--- src/rtl/axi4l_ipif_pkg.sv ---
// axi4l_ipif_pkg: shared definitions for the AXI4-Lite to up_ipif crossbar.
// Holds the AXI response codes, the per-direction transfer state encoding
// and a constant-evaluable ceil(log2()) helper used for width derivation.
package axi4l_ipif_pkg;

    localparam logic [1:0] RESP_OKAY   = 2'b00;
    localparam logic [1:0] RESP_SLVERR = 2'b10;
    localparam logic [1:0] RESP_DECERR = 2'b11;

    typedef enum logic [1:0] {
        IDLE = 2'b00,
        REQ  = 2'b01,
        WAIT = 2'b10,
        RESP = 2'b11
    } xfer_state_e;

    // Smallest r with 2**r >= value; 0 for value <= 1.
    function automatic int clog2(input int value);
        int r;
        r = 0;
        for (int i = 0; i < 31; i++) begin
            if ((32'sd1 <<< i) < value) begin
                r = i + 1;
            end
        end
        return r;
    endfunction

endpackage

--- src/rtl/axi4l_ipif_xbar_if.sv ---
// axi4l_ipif_xbar_if: AXI4-Lite bus bundle (32-bit address, DW-bit data).
// Ports: aw*/w*/b* write channels, ar*/r* read channels.
// Modports: master drives addresses/data/ready-for-response, slave the rest.
interface axi4l_ipif_xbar_if #(
    parameter int DW = 32
);
    logic [31:0]     awaddr;
    logic [2:0]      awprot;
    logic            awvalid;
    logic            awready;
    logic [DW-1:0]   wdata;
    logic [DW/8-1:0] wstrb;
    logic            wvalid;
    logic            wready;
    logic [1:0]      bresp;
    logic            bvalid;
    logic            bready;
    logic [31:0]     araddr;
    logic [2:0]      arprot;
    logic            arvalid;
    logic            arready;
    logic [DW-1:0]   rdata;
    logic [1:0]      rresp;
    logic            rvalid;
    logic            rready;

    modport master (
        output awaddr, awprot, awvalid, wdata, wstrb, wvalid, bready,
        output araddr, arprot, arvalid, rready,
        input  awready, wready, bresp, bvalid, arready, rdata, rresp, rvalid
    );

    modport slave (
        input  awaddr, awprot, awvalid, wdata, wstrb, wvalid, bready,
        input  araddr, arprot, arvalid, rready,
        output awready, wready, bresp, bvalid, arready, rdata, rresp, rvalid
    );

endinterface

--- src/rtl/axi4l_ipif_xfer.sv ---
// axi4l_ipif_xfer: one request/ack/timeout sequencer (used once per direction).
// Ports: clk/rst; start (accepted, mapped channel), start_err (accepted,
// unmapped), ch (decoded channel), ack (per-channel acks), resp_ready (AXI
// b/r ready); req (one-hot 1-cycle pulse), resp_valid/resp (AXI response),
// idle (ready for a new handshake), ack_hit (matching ack this cycle),
// ch_sel (channel of the transfer in flight).
module axi4l_ipif_xfer
    import axi4l_ipif_pkg::*;
#(
    parameter int  C_NUM_CH  = 4,
    parameter int  C_TIMEOUT = 255,
    localparam int CH_W      = (clog2(C_NUM_CH) > 0) ? clog2(C_NUM_CH) : 1,
    localparam int TO_W      = clog2(C_TIMEOUT + 1)
) (
    input  logic                clk,
    input  logic                rst,
    input  logic                start,
    input  logic                start_err,
    input  logic [CH_W-1:0]     ch,
    input  logic [C_NUM_CH-1:0] ack,
    input  logic                resp_ready,
    output logic [C_NUM_CH-1:0] req,
    output logic                resp_valid,
    output logic [1:0]          resp,
    output logic                idle,
    output logic                ack_hit,
    output logic [CH_W-1:0]     ch_sel
);

    localparam logic [C_NUM_CH-1:0] REQ_ONE = C_NUM_CH'(1'b1);
    localparam logic [TO_W-1:0]     TO_MAX  = TO_W'(C_TIMEOUT);
    localparam logic [TO_W-1:0]     TO_LAST = TO_W'(C_TIMEOUT - 1);

    xfer_state_e     state_r;
    logic [TO_W-1:0] cnt_r;
    logic [TO_W-1:0] cnt_inc_s;

    assign idle = (state_r == IDLE);

    // Only the selected channel's ack counts, and only while waiting (REQ included).
    always_comb begin
        ack_hit = 1'b0;
        if ((state_r == REQ) || (state_r == WAIT)) begin
            ack_hit = ack[ch_sel];
        end else begin
            ack_hit = 1'b0;
        end
    end

    // Saturating increment of the timeout counter.
    always_comb begin
        cnt_inc_s = cnt_r;
        if (cnt_r == TO_MAX) begin
            cnt_inc_s = cnt_r;
        end else begin
            cnt_inc_s = cnt_r + {{(TO_W-1){1'b0}}, 1'b1};
        end
    end

    // Transfer sequencer with registered req/response outputs.
    always_ff @(posedge clk) begin
        if (rst) begin
            state_r    <= IDLE;
            req        <= '0;
            resp_valid <= 1'b0;
            resp       <= RESP_OKAY;
            cnt_r      <= '0;
            ch_sel     <= '0;
        end else begin
            case (state_r)
                IDLE: begin
                    if (start) begin
                        state_r <= REQ;
                        req     <= REQ_ONE << ch;
                        ch_sel  <= ch;
                        cnt_r   <= '0;
                    end else if (start_err) begin
                        // Unmapped channel: answer directly, no req pulse.
                        state_r    <= RESP;
                        resp_valid <= 1'b1;
                        resp       <= RESP_DECERR;
                    end else begin
                        state_r <= IDLE;
                    end
                end
                REQ, WAIT: begin
                    req   <= '0;
                    cnt_r <= cnt_inc_s;
                    if (ack_hit) begin
                        state_r    <= RESP;
                        resp_valid <= 1'b1;
                        resp       <= RESP_OKAY;
                    end else if (cnt_r >= TO_LAST) begin
                        // This cycle was the C_TIMEOUT-th one without an ack.
                        state_r    <= RESP;
                        resp_valid <= 1'b1;
                        resp       <= RESP_SLVERR;
                    end else begin
                        state_r <= WAIT;
                    end
                end
                RESP: begin
                    if (resp_ready) begin
                        state_r    <= IDLE;
                        resp_valid <= 1'b0;
                        resp       <= RESP_OKAY;
                    end else begin
                        state_r <= RESP;
                    end
                end
                default: begin
                    state_r    <= IDLE;
                    req        <= '0;
                    resp_valid <= 1'b0;
                    resp       <= RESP_OKAY;
                end
            endcase
        end
    end

endmodule

--- src/rtl/axi4l_ipif_xbar.sv ---
// axi4l_ipif_xbar: AXI4-Lite slave fanning out to C_NUM_CH up_ipif ports.
// Ports: aclk, areset (sync, active high); s_axi (AXI4-Lite slave);
// up_wr_addr/req/be/din + up_wr_ack (write port per channel);
// up_rd_addr/req + up_rd_dout/up_rd_ack (read port per channel).
// The channel is taken from the address field just above the window bits;
// write and read directions each own an independent sequencer.
module axi4l_ipif_xbar
    import axi4l_ipif_pkg::*;
#(
    parameter int  C_NUM_CH     = 4,
    parameter int  C_CH_ADDR_W  = 12,
    parameter int  C_DATA_WIDTH = 32,
    parameter int  C_TIMEOUT    = 255,
    localparam int BE_W         = C_DATA_WIDTH / 8,
    localparam int L2           = clog2(BE_W),
    localparam int UA_W         = C_CH_ADDR_W - L2,
    localparam int CH_W         = (clog2(C_NUM_CH) > 0) ? clog2(C_NUM_CH) : 1
) (
    input  logic                           aclk,
    input  logic                           areset,
    axi4l_ipif_xbar_if.slave               s_axi,
    output logic [UA_W-1:0]                up_wr_addr,
    output logic [C_NUM_CH-1:0]            up_wr_req,
    output logic [BE_W-1:0]                up_wr_be,
    output logic [C_DATA_WIDTH-1:0]        up_wr_din,
    input  logic [C_NUM_CH-1:0]            up_wr_ack,
    output logic [UA_W-1:0]                up_rd_addr,
    output logic [C_NUM_CH-1:0]            up_rd_req,
    input  logic [C_NUM_CH*C_DATA_WIDTH-1:0] up_rd_dout,
    input  logic [C_NUM_CH-1:0]            up_rd_ack
);

    localparam logic [CH_W:0] NUM_CH_V = (CH_W + 1)'(C_NUM_CH);

    logic [CH_W-1:0] aw_ch_s, ar_ch_s;
    logic            aw_bad_s, ar_bad_s, aw_hs_s, ar_hs_s;
    logic            aw_rdy_r, ar_rdy_r;
    logic            wr_idle_s, rd_idle_s, wr_ack_hit_s, rd_ack_hit_s;
    logic            wr_resp_valid_s, rd_resp_valid_s;
    logic [1:0]      wr_resp_s, rd_resp_s;
    logic [CH_W-1:0] wr_ch_sel_s, rd_ch_sel_s;
    logic [C_DATA_WIDTH-1:0] rdata_r;
    logic            unused_s;

    // Channel decode; a single-channel build has no channel field at all.
    always_comb begin
        aw_ch_s = '0;
        ar_ch_s = '0;
        if (C_NUM_CH == 1) begin
            aw_ch_s = '0;
            ar_ch_s = '0;
        end else begin
            aw_ch_s = s_axi.awaddr[C_CH_ADDR_W +: CH_W];
            ar_ch_s = s_axi.araddr[C_CH_ADDR_W +: CH_W];
        end
    end

    // Handshake qualification and unmapped-channel detection.
    always_comb begin
        aw_bad_s = ({1'b0, aw_ch_s} >= NUM_CH_V);
        ar_bad_s = ({1'b0, ar_ch_s} >= NUM_CH_V);
        aw_hs_s  = aw_rdy_r & s_axi.awvalid & s_axi.wvalid;
        ar_hs_s  = ar_rdy_r & s_axi.arvalid;
    end

    axi4l_ipif_xfer #(.C_NUM_CH(C_NUM_CH), .C_TIMEOUT(C_TIMEOUT)) u_wr_xfer (
        .clk(aclk), .rst(areset),
        .start(aw_hs_s & ~aw_bad_s), .start_err(aw_hs_s & aw_bad_s), .ch(aw_ch_s),
        .ack(up_wr_ack), .resp_ready(s_axi.bready),
        .req(up_wr_req), .resp_valid(wr_resp_valid_s), .resp(wr_resp_s),
        .idle(wr_idle_s), .ack_hit(wr_ack_hit_s), .ch_sel(wr_ch_sel_s)
    );

    axi4l_ipif_xfer #(.C_NUM_CH(C_NUM_CH), .C_TIMEOUT(C_TIMEOUT)) u_rd_xfer (
        .clk(aclk), .rst(areset),
        .start(ar_hs_s & ~ar_bad_s), .start_err(ar_hs_s & ar_bad_s), .ch(ar_ch_s),
        .ack(up_rd_ack), .resp_ready(s_axi.rready),
        .req(up_rd_req), .resp_valid(rd_resp_valid_s), .resp(rd_resp_s),
        .idle(rd_idle_s), .ack_hit(rd_ack_hit_s), .ch_sel(rd_ch_sel_s)
    );

    assign s_axi.awready = aw_rdy_r;
    assign s_axi.wready  = aw_rdy_r;
    assign s_axi.bvalid  = wr_resp_valid_s;
    assign s_axi.bresp   = wr_resp_s;
    assign s_axi.arready = ar_rdy_r;
    assign s_axi.rvalid  = rd_resp_valid_s;
    assign s_axi.rresp   = rd_resp_s;
    assign s_axi.rdata   = rdata_r;

    // AW and W are accepted together as a single one-cycle pulse.
    always_ff @(posedge aclk) begin
        if (areset) begin
            aw_rdy_r <= 1'b0;
        end else if (aw_rdy_r) begin
            aw_rdy_r <= 1'b0;
        end else if (wr_idle_s && s_axi.awvalid && s_axi.wvalid) begin
            aw_rdy_r <= 1'b1;
        end else begin
            aw_rdy_r <= 1'b0;
        end
    end

    // AR accept pulse, only while the read path is idle.
    always_ff @(posedge aclk) begin
        if (areset) begin
            ar_rdy_r <= 1'b0;
        end else if (ar_rdy_r) begin
            ar_rdy_r <= 1'b0;
        end else if (rd_idle_s && s_axi.arvalid) begin
            ar_rdy_r <= 1'b1;
        end else begin
            ar_rdy_r <= 1'b0;
        end
    end

    // Write address/data/strobes, captured once per accepted transaction.
    always_ff @(posedge aclk) begin
        if (areset) begin
            up_wr_addr <= '0;
            up_wr_be   <= '0;
            up_wr_din  <= '0;
        end else if (aw_hs_s) begin
            up_wr_addr <= s_axi.awaddr[C_CH_ADDR_W-1:L2];
            up_wr_be   <= s_axi.wstrb;
            up_wr_din  <= s_axi.wdata;
        end else begin
            up_wr_addr <= up_wr_addr;
        end
    end

    // Read address and data; rdata stays zero unless the selected ack arrives.
    always_ff @(posedge aclk) begin
        if (areset) begin
            up_rd_addr <= '0;
            rdata_r    <= '0;
        end else if (ar_hs_s) begin
            up_rd_addr <= s_axi.araddr[C_CH_ADDR_W-1:L2];
            rdata_r    <= '0;
        end else if (rd_ack_hit_s) begin
            rdata_r <= up_rd_dout[rd_ch_sel_s*C_DATA_WIDTH +: C_DATA_WIDTH];
        end else begin
            rdata_r <= rdata_r;
        end
    end

    assign unused_s = ^{s_axi.awprot, s_axi.arprot, s_axi.awaddr, s_axi.araddr,
                        wr_ack_hit_s, wr_ch_sel_s};

endmodule

--- src/flat_wrapper.sv ---
// flat-port wrapper written by rule: the top's interface ports become plain ports
module axi4l_ipif_xbar_flat import axi4l_ipif_pkg::*;
#(
    parameter int  C_NUM_CH     = 4,
    parameter int  C_CH_ADDR_W  = 12,
    parameter int  C_DATA_WIDTH = 32,
    parameter int  C_TIMEOUT    = 255,
    localparam int BE_W         = C_DATA_WIDTH / 8,
    localparam int L2           = clog2(BE_W),
    localparam int UA_W         = C_CH_ADDR_W - L2,
    localparam int CH_W         = (clog2(C_NUM_CH) > 0) ? clog2(C_NUM_CH) : 1
)
  (aclk, areset, up_wr_addr, up_wr_req, up_wr_be, up_wr_din, up_wr_ack, up_rd_addr, up_rd_req, up_rd_dout, up_rd_ack, s_axi_awaddr, s_axi_awprot, s_axi_awvalid, s_axi_wdata, s_axi_wstrb, s_axi_wvalid, s_axi_bready, s_axi_araddr, s_axi_arprot, s_axi_arvalid, s_axi_rready, s_axi_awready, s_axi_wready, s_axi_bresp, s_axi_bvalid, s_axi_arready, s_axi_rdata, s_axi_rresp, s_axi_rvalid);
  axi4l_ipif_xbar_if #(.DW(32)) s_axi_i ();
  input  logic aclk;
  input  logic areset;
  output logic [UA_W-1:0] up_wr_addr;
  output logic [C_NUM_CH-1:0] up_wr_req;
  output logic [BE_W-1:0] up_wr_be;
  output logic [C_DATA_WIDTH-1:0] up_wr_din;
  input  logic [C_NUM_CH-1:0] up_wr_ack;
  output logic [UA_W-1:0] up_rd_addr;
  output logic [C_NUM_CH-1:0] up_rd_req;
  input  logic [C_NUM_CH*C_DATA_WIDTH-1:0] up_rd_dout;
  input  logic [C_NUM_CH-1:0] up_rd_ack;
  input wire logic [$bits(s_axi_i.awaddr)-1:0] s_axi_awaddr;
  input wire logic [$bits(s_axi_i.awprot)-1:0] s_axi_awprot;
  input wire logic [$bits(s_axi_i.awvalid)-1:0] s_axi_awvalid;
  input wire logic [$bits(s_axi_i.wdata)-1:0] s_axi_wdata;
  input wire logic [$bits(s_axi_i.wstrb)-1:0] s_axi_wstrb;
  input wire logic [$bits(s_axi_i.wvalid)-1:0] s_axi_wvalid;
  input wire logic [$bits(s_axi_i.bready)-1:0] s_axi_bready;
  input wire logic [$bits(s_axi_i.araddr)-1:0] s_axi_araddr;
  input wire logic [$bits(s_axi_i.arprot)-1:0] s_axi_arprot;
  input wire logic [$bits(s_axi_i.arvalid)-1:0] s_axi_arvalid;
  input wire logic [$bits(s_axi_i.rready)-1:0] s_axi_rready;
  output wire logic [$bits(s_axi_i.awready)-1:0] s_axi_awready;
  output wire logic [$bits(s_axi_i.wready)-1:0] s_axi_wready;
  output wire logic [$bits(s_axi_i.bresp)-1:0] s_axi_bresp;
  output wire logic [$bits(s_axi_i.bvalid)-1:0] s_axi_bvalid;
  output wire logic [$bits(s_axi_i.arready)-1:0] s_axi_arready;
  output wire logic [$bits(s_axi_i.rdata)-1:0] s_axi_rdata;
  output wire logic [$bits(s_axi_i.rresp)-1:0] s_axi_rresp;
  output wire logic [$bits(s_axi_i.rvalid)-1:0] s_axi_rvalid;
  assign s_axi_i.awaddr = s_axi_awaddr;
  assign s_axi_i.awprot = s_axi_awprot;
  assign s_axi_i.awvalid = s_axi_awvalid;
  assign s_axi_i.wdata = s_axi_wdata;
  assign s_axi_i.wstrb = s_axi_wstrb;
  assign s_axi_i.wvalid = s_axi_wvalid;
  assign s_axi_i.bready = s_axi_bready;
  assign s_axi_i.araddr = s_axi_araddr;
  assign s_axi_i.arprot = s_axi_arprot;
  assign s_axi_i.arvalid = s_axi_arvalid;
  assign s_axi_i.rready = s_axi_rready;
  assign s_axi_awready = s_axi_i.awready;
  assign s_axi_wready = s_axi_i.wready;
  assign s_axi_bresp = s_axi_i.bresp;
  assign s_axi_bvalid = s_axi_i.bvalid;
  assign s_axi_arready = s_axi_i.arready;
  assign s_axi_rdata = s_axi_i.rdata;
  assign s_axi_rresp = s_axi_i.rresp;
  assign s_axi_rvalid = s_axi_i.rvalid;
  axi4l_ipif_xbar #(.C_NUM_CH(C_NUM_CH), .C_CH_ADDR_W(C_CH_ADDR_W), .C_DATA_WIDTH(C_DATA_WIDTH), .C_TIMEOUT(C_TIMEOUT)) u_core (.aclk(aclk), .areset(areset), .s_axi(s_axi_i), .up_wr_addr(up_wr_addr), .up_wr_req(up_wr_req), .up_wr_be(up_wr_be), .up_wr_din(up_wr_din), .up_wr_ack(up_wr_ack), .up_rd_addr(up_rd_addr), .up_rd_req(up_rd_req), .up_rd_dout(up_rd_dout), .up_rd_ack(up_rd_ack));
endmodule
--- config.mk ---
export PLATFORM = sky130hd
export DESIGN_NAME = axi4l_ipif_xbar_flat
export DESIGN_NICKNAME = d
export VERILOG_FILES = /design/src/rtl/axi4l_ipif_pkg.sv /design/src/rtl/axi4l_ipif_xbar_if.sv /design/src/rtl/axi4l_ipif_xfer.sv /design/src/rtl/axi4l_ipif_xbar.sv /design/src/flat_wrapper.sv
export SDC_FILE = /design/constraint.sdc
export NUM_CORES = 1
export LEC_CHECK = 0
export BUFFER_PORTS_ARGS = -buffer_cell sky130_fd_sc_hd__clkbuf_2
export CORE_AREA = 2 2 139 141
export CTS_BUF_LIST = sky130_fd_sc_hd__clkbuf_8
export CTS_CLUSTER_SIZE = 40
export DETAILED_ROUTE_END_ITERATION = 12
export DIE_AREA = 0 0 141 143
export PLACE_DENSITY = 0.71
export SYNTH_ARGS = -nofsm -noshare
export SYNTH_HDL_FRONTEND = slang
export SYNTH_SLANG_ARGS = --single-unit
--- constraint.sdc ---
create_clock -name aclk -period 2.35 [get_ports aclk]
set_input_delay 0.1175 -clock aclk [delete_from_list [all_inputs] [get_ports aclk]]
set_output_delay 0.1175 -clock aclk [all_outputs]
set_load 0.03 [all_outputs]
==> flow_summary.json <==
{
  "status": "complete, no violations",
  "finalMaxSlewViolations": 0,
  "yosys.area_share.adder_pct": 2.157,
  "cts_root_buf": "clkbuf_8",
  "synthSimpleGateAreaFrac_pct": 21.44,
  "crit_fanout": 17,
  "crit_chain": "inv_1 > ha_1 > a21boi_4 > or2_0 > nor4_1 > mux2_2",
  "synthXorXnorAreaFrac_pct": 0,
  "crit_slowest_cell": "or2_0",
  "required_ps": 2680,
  "hold_class": "in2reg",
  "finalHoldViolCount": 0,
  "routedWlPerCell_microns": 15.62,
  "clock_latency_ps": 430,
  "drtAntennaViolNets": 0,
  "async_flop_share_pct": 0,
  "yosysMostFrequentCell": "nand2_1",
  "p_per_area_nw_per_um2": 571.7,
  "synth_cell_type_count": 46,
  "synth_top_family_by_area": "simple AND/OR/NAND/NOR gates",
  "tightest_slew_ps": 768.0,
  "grt_pass1_wl_microns": 30140,
  "final.period_utilization_pct": 88.52,
  "die_w_microns": 141,
  "die_area_sq_um": 20160,
  "gp_congestion": 0.7998,
  "antenna_found_initial": 1,
  "clock.fmax_ghz": 0.4807,
  "clk_pin_slew_worst_paths_ps": 90,
  "synth_top_area_cell": "dfxtp_1",
  "netlist_top_cells_count": "nand2_1, dfxtp_1, a21oi_1",
  "boundaryPins": 354,
  "numCtsBuffers": 17,
  "muxShareOfSynthArea_pct": 14.11,
  "ys.flop_type": "dfxtp_1",
  "design_area_sq_um": 8591,
  "die_h_microns": 143,
  "drt_iter0_markers": 191,
  "postCtsSetupBuffers": 0,
  "setup_viol": 0,
  "yosysWarnings": 0,
  "rows": 50,
  "slew_headroom_pct": 48.80,
  "skew_ps": 18.25,
  "setup-tns-final_ps": 0,
  "post-route-min-period_ps": 2080,
  "synth_area_leaders": "dfxtp_1, mux4_2, nand2_1",
  "ys_ff_latch": 126,
  "drt_wl_total_microns": 19690,
  "ir_drop_v": 0.0003220,
  "vias": 6155,
  "synth_area_sq_um": 5801,
  "drive_gt1_share_pct": 38.11,
  "placed_area_sq_um": 7523,
  "layout.nets": 1272,
  "avgSynthCellArea_sq_um": 8.762,
  "synth_edf_count": 0,
  "coreArea_sq_um": 18580,
  "start_util_pct": 31.22,
  "hold_slack_ps": 80.40,
  "crit_cells": 6,
  "grt_max_degree": 82,
  "fin_util_pct": 46.24,
  "grt_pass1_vias": 6065,
  "slowest_delay_ps": 470,
  "syn_inst": 662,
  "clock_sinks": 126,
  "post-route-drc-count": 0,
  "criticalPathCategory": "reg2reg",
  "worstRegToRegCells": 6,
  "grtUsageTotal_pct": 18.92,
  "yosysTopAreaCellShare_pct": 43.49,
  "synth-seq-area-share_pct": 43.49,
  "drtPass1Iterations": 5,
  "critical_path_buf_inv_count": 1,
  "hold_depth": 4,
  "p_leak_nw": 3.600,
  "endpoint_kind": "register",
  "maxCapViolations": 0,
  "h-tree-depth": 4,
  "grt_overflow_total": 0,
  "port_buffers": 305,
  "hpwlAfterDp_microns": 13870,
  "startpoint_type": "register",
  "ctsLongestPathBuffers": 2,
  "synth_compound_area_share_pct": 13.83,
  "grt_setup_unrepaired": "false",
  "cts_tree": "built",
  "num-fill-cells": 1773,
  "viasPerCell": 4.881,
  "crit_arrival_ps": 2410,
  "crit_family": "simple AND/OR/NAND/NOR gates",
  "area_growth_syn_to_layout_pct": 48.10
}
-- cells in the final DEF (no fill, tap or decap), drive strengths merged, types with 7 or more instances in the layout --
cell type and count:
buf 15, a21oi 113, nand3 15, nor2 15
nand2 197, mux4 34, or4 9, clkbuf 323
o21ai 7, dlygate4sd3 64, dfxtp 126, o31ai 8
inv 17, ha 10
-- routing by layer --
layer / global-route usage (%) / vias to the layer above / part of all wire, % / wire length (microns)
li1: - / 3011 / - / -
met1: 21.94 / 2882 / 41 / 8093
met2: 33.48 / 246 / 50 / 9834
met3: 6.506 / 16 / 7.8 / 1534
met4: 4.947 / 0 / 1.2 / 231
met5: 0 / - / 0 / 0
-- what timing repair did --
action / CTS / global route
hold endpoints to repair: 67 / 0
hold buffers: 64 / 0
gates resized for setup: 0 / 0
-- metrics by stage --
stage / worst slack, ps / power, mW / instances
6_report: 269.7 / 4.911 / 1261
4_1_cts: 239.9 / 4.970 / 1260
3_3_place_gp: 277.0 / 2.814 / 1164
3_5_place_dp: 274.3 / 2.824 / 1164
5_1_grt: 153.4 / 5.121 / 1260
2_1_floorplan: 462.7 / 2.554 / 663
-- where the power goes --
group | internal, mW | switching (mW)
clock | 1.11 | 0.936
sequential | 2.17 | 0.0223
combinational | 0.337 | 0.331
-- area by class of cell --
cell class                 instances  area [sq um]  area share (%)
clock inverter                    13         162.7           1.893
sequential                       126          2524           29.38
inverter                          13         48.80          0.5680
antenna                            1         2.502         0.02913
timing repair buffer             383          2297           26.74
tap                              234         292.8           3.408
clock buffer                      19         261.5           3.044
multi-input combinational        472          3002           34.94
-- logic make-up (layout without fill, tap and decap cells) --
| kind of cell | count (synthesis) | in the layout |
|---|---|---|
| flops | 126 | 126 |
| mux | 39 | 39 |
| fa+ha+maj | 10 | 10 |
| other cells | 1 | 3 |
| compound gates | 143 | 143 |
| buf+inv | 65 | 428 |
| simple gates | 278 | 278 |
-- tightest hold or removal path: stages --
cell and delay (ps):
clkbuf_2 100, nand2b_1 60, o21ai_0 80, a21oi_1 120
-- path summary, 6_finish.rpt --
| check | end | start | slack (ps) |
|---|---|---|---|
| max | u_core.u_rd_xfer.cnt_r[5] | u_core.u_rd_xfer.state_r[0] | 270 |
| min reg2reg | u_core.s_axi.rdata[16] | u_core.s_axi.rdata[16] | 450 |
| min | u_core.u_rd_xfer.resp_valid | s_axi_rready | 80 |
| max reg2reg | u_core.u_rd_xfer.cnt_r[5] | u_core.u_rd_xfer.state_r[0] | 270 |
-- registers in the layout, summed over array words and instances (netlist names), 2 cells and up --
name,count
u_core.s_axi.rdata,32
u_core.up_wr_din,32
u_core.up_rd_addr,10
u_core.up_wr_addr,10
u_core.u_rd_xfer.cnt_r,8
u_core.u_wr_xfer.cnt_r,8
u_core.u_rd_xfer.req,4
u_core.u_wr_xfer.req,4
u_core.up_wr_be,4
u_core.u_rd_xfer.ch_sel,2
u_core.u_rd_xfer.state_r,2
u_core.u_wr_xfer.ch_sel,2
u_core.u_wr_xfer.state_r,2
Note: power is estimated with default switching activity, not from simulation.
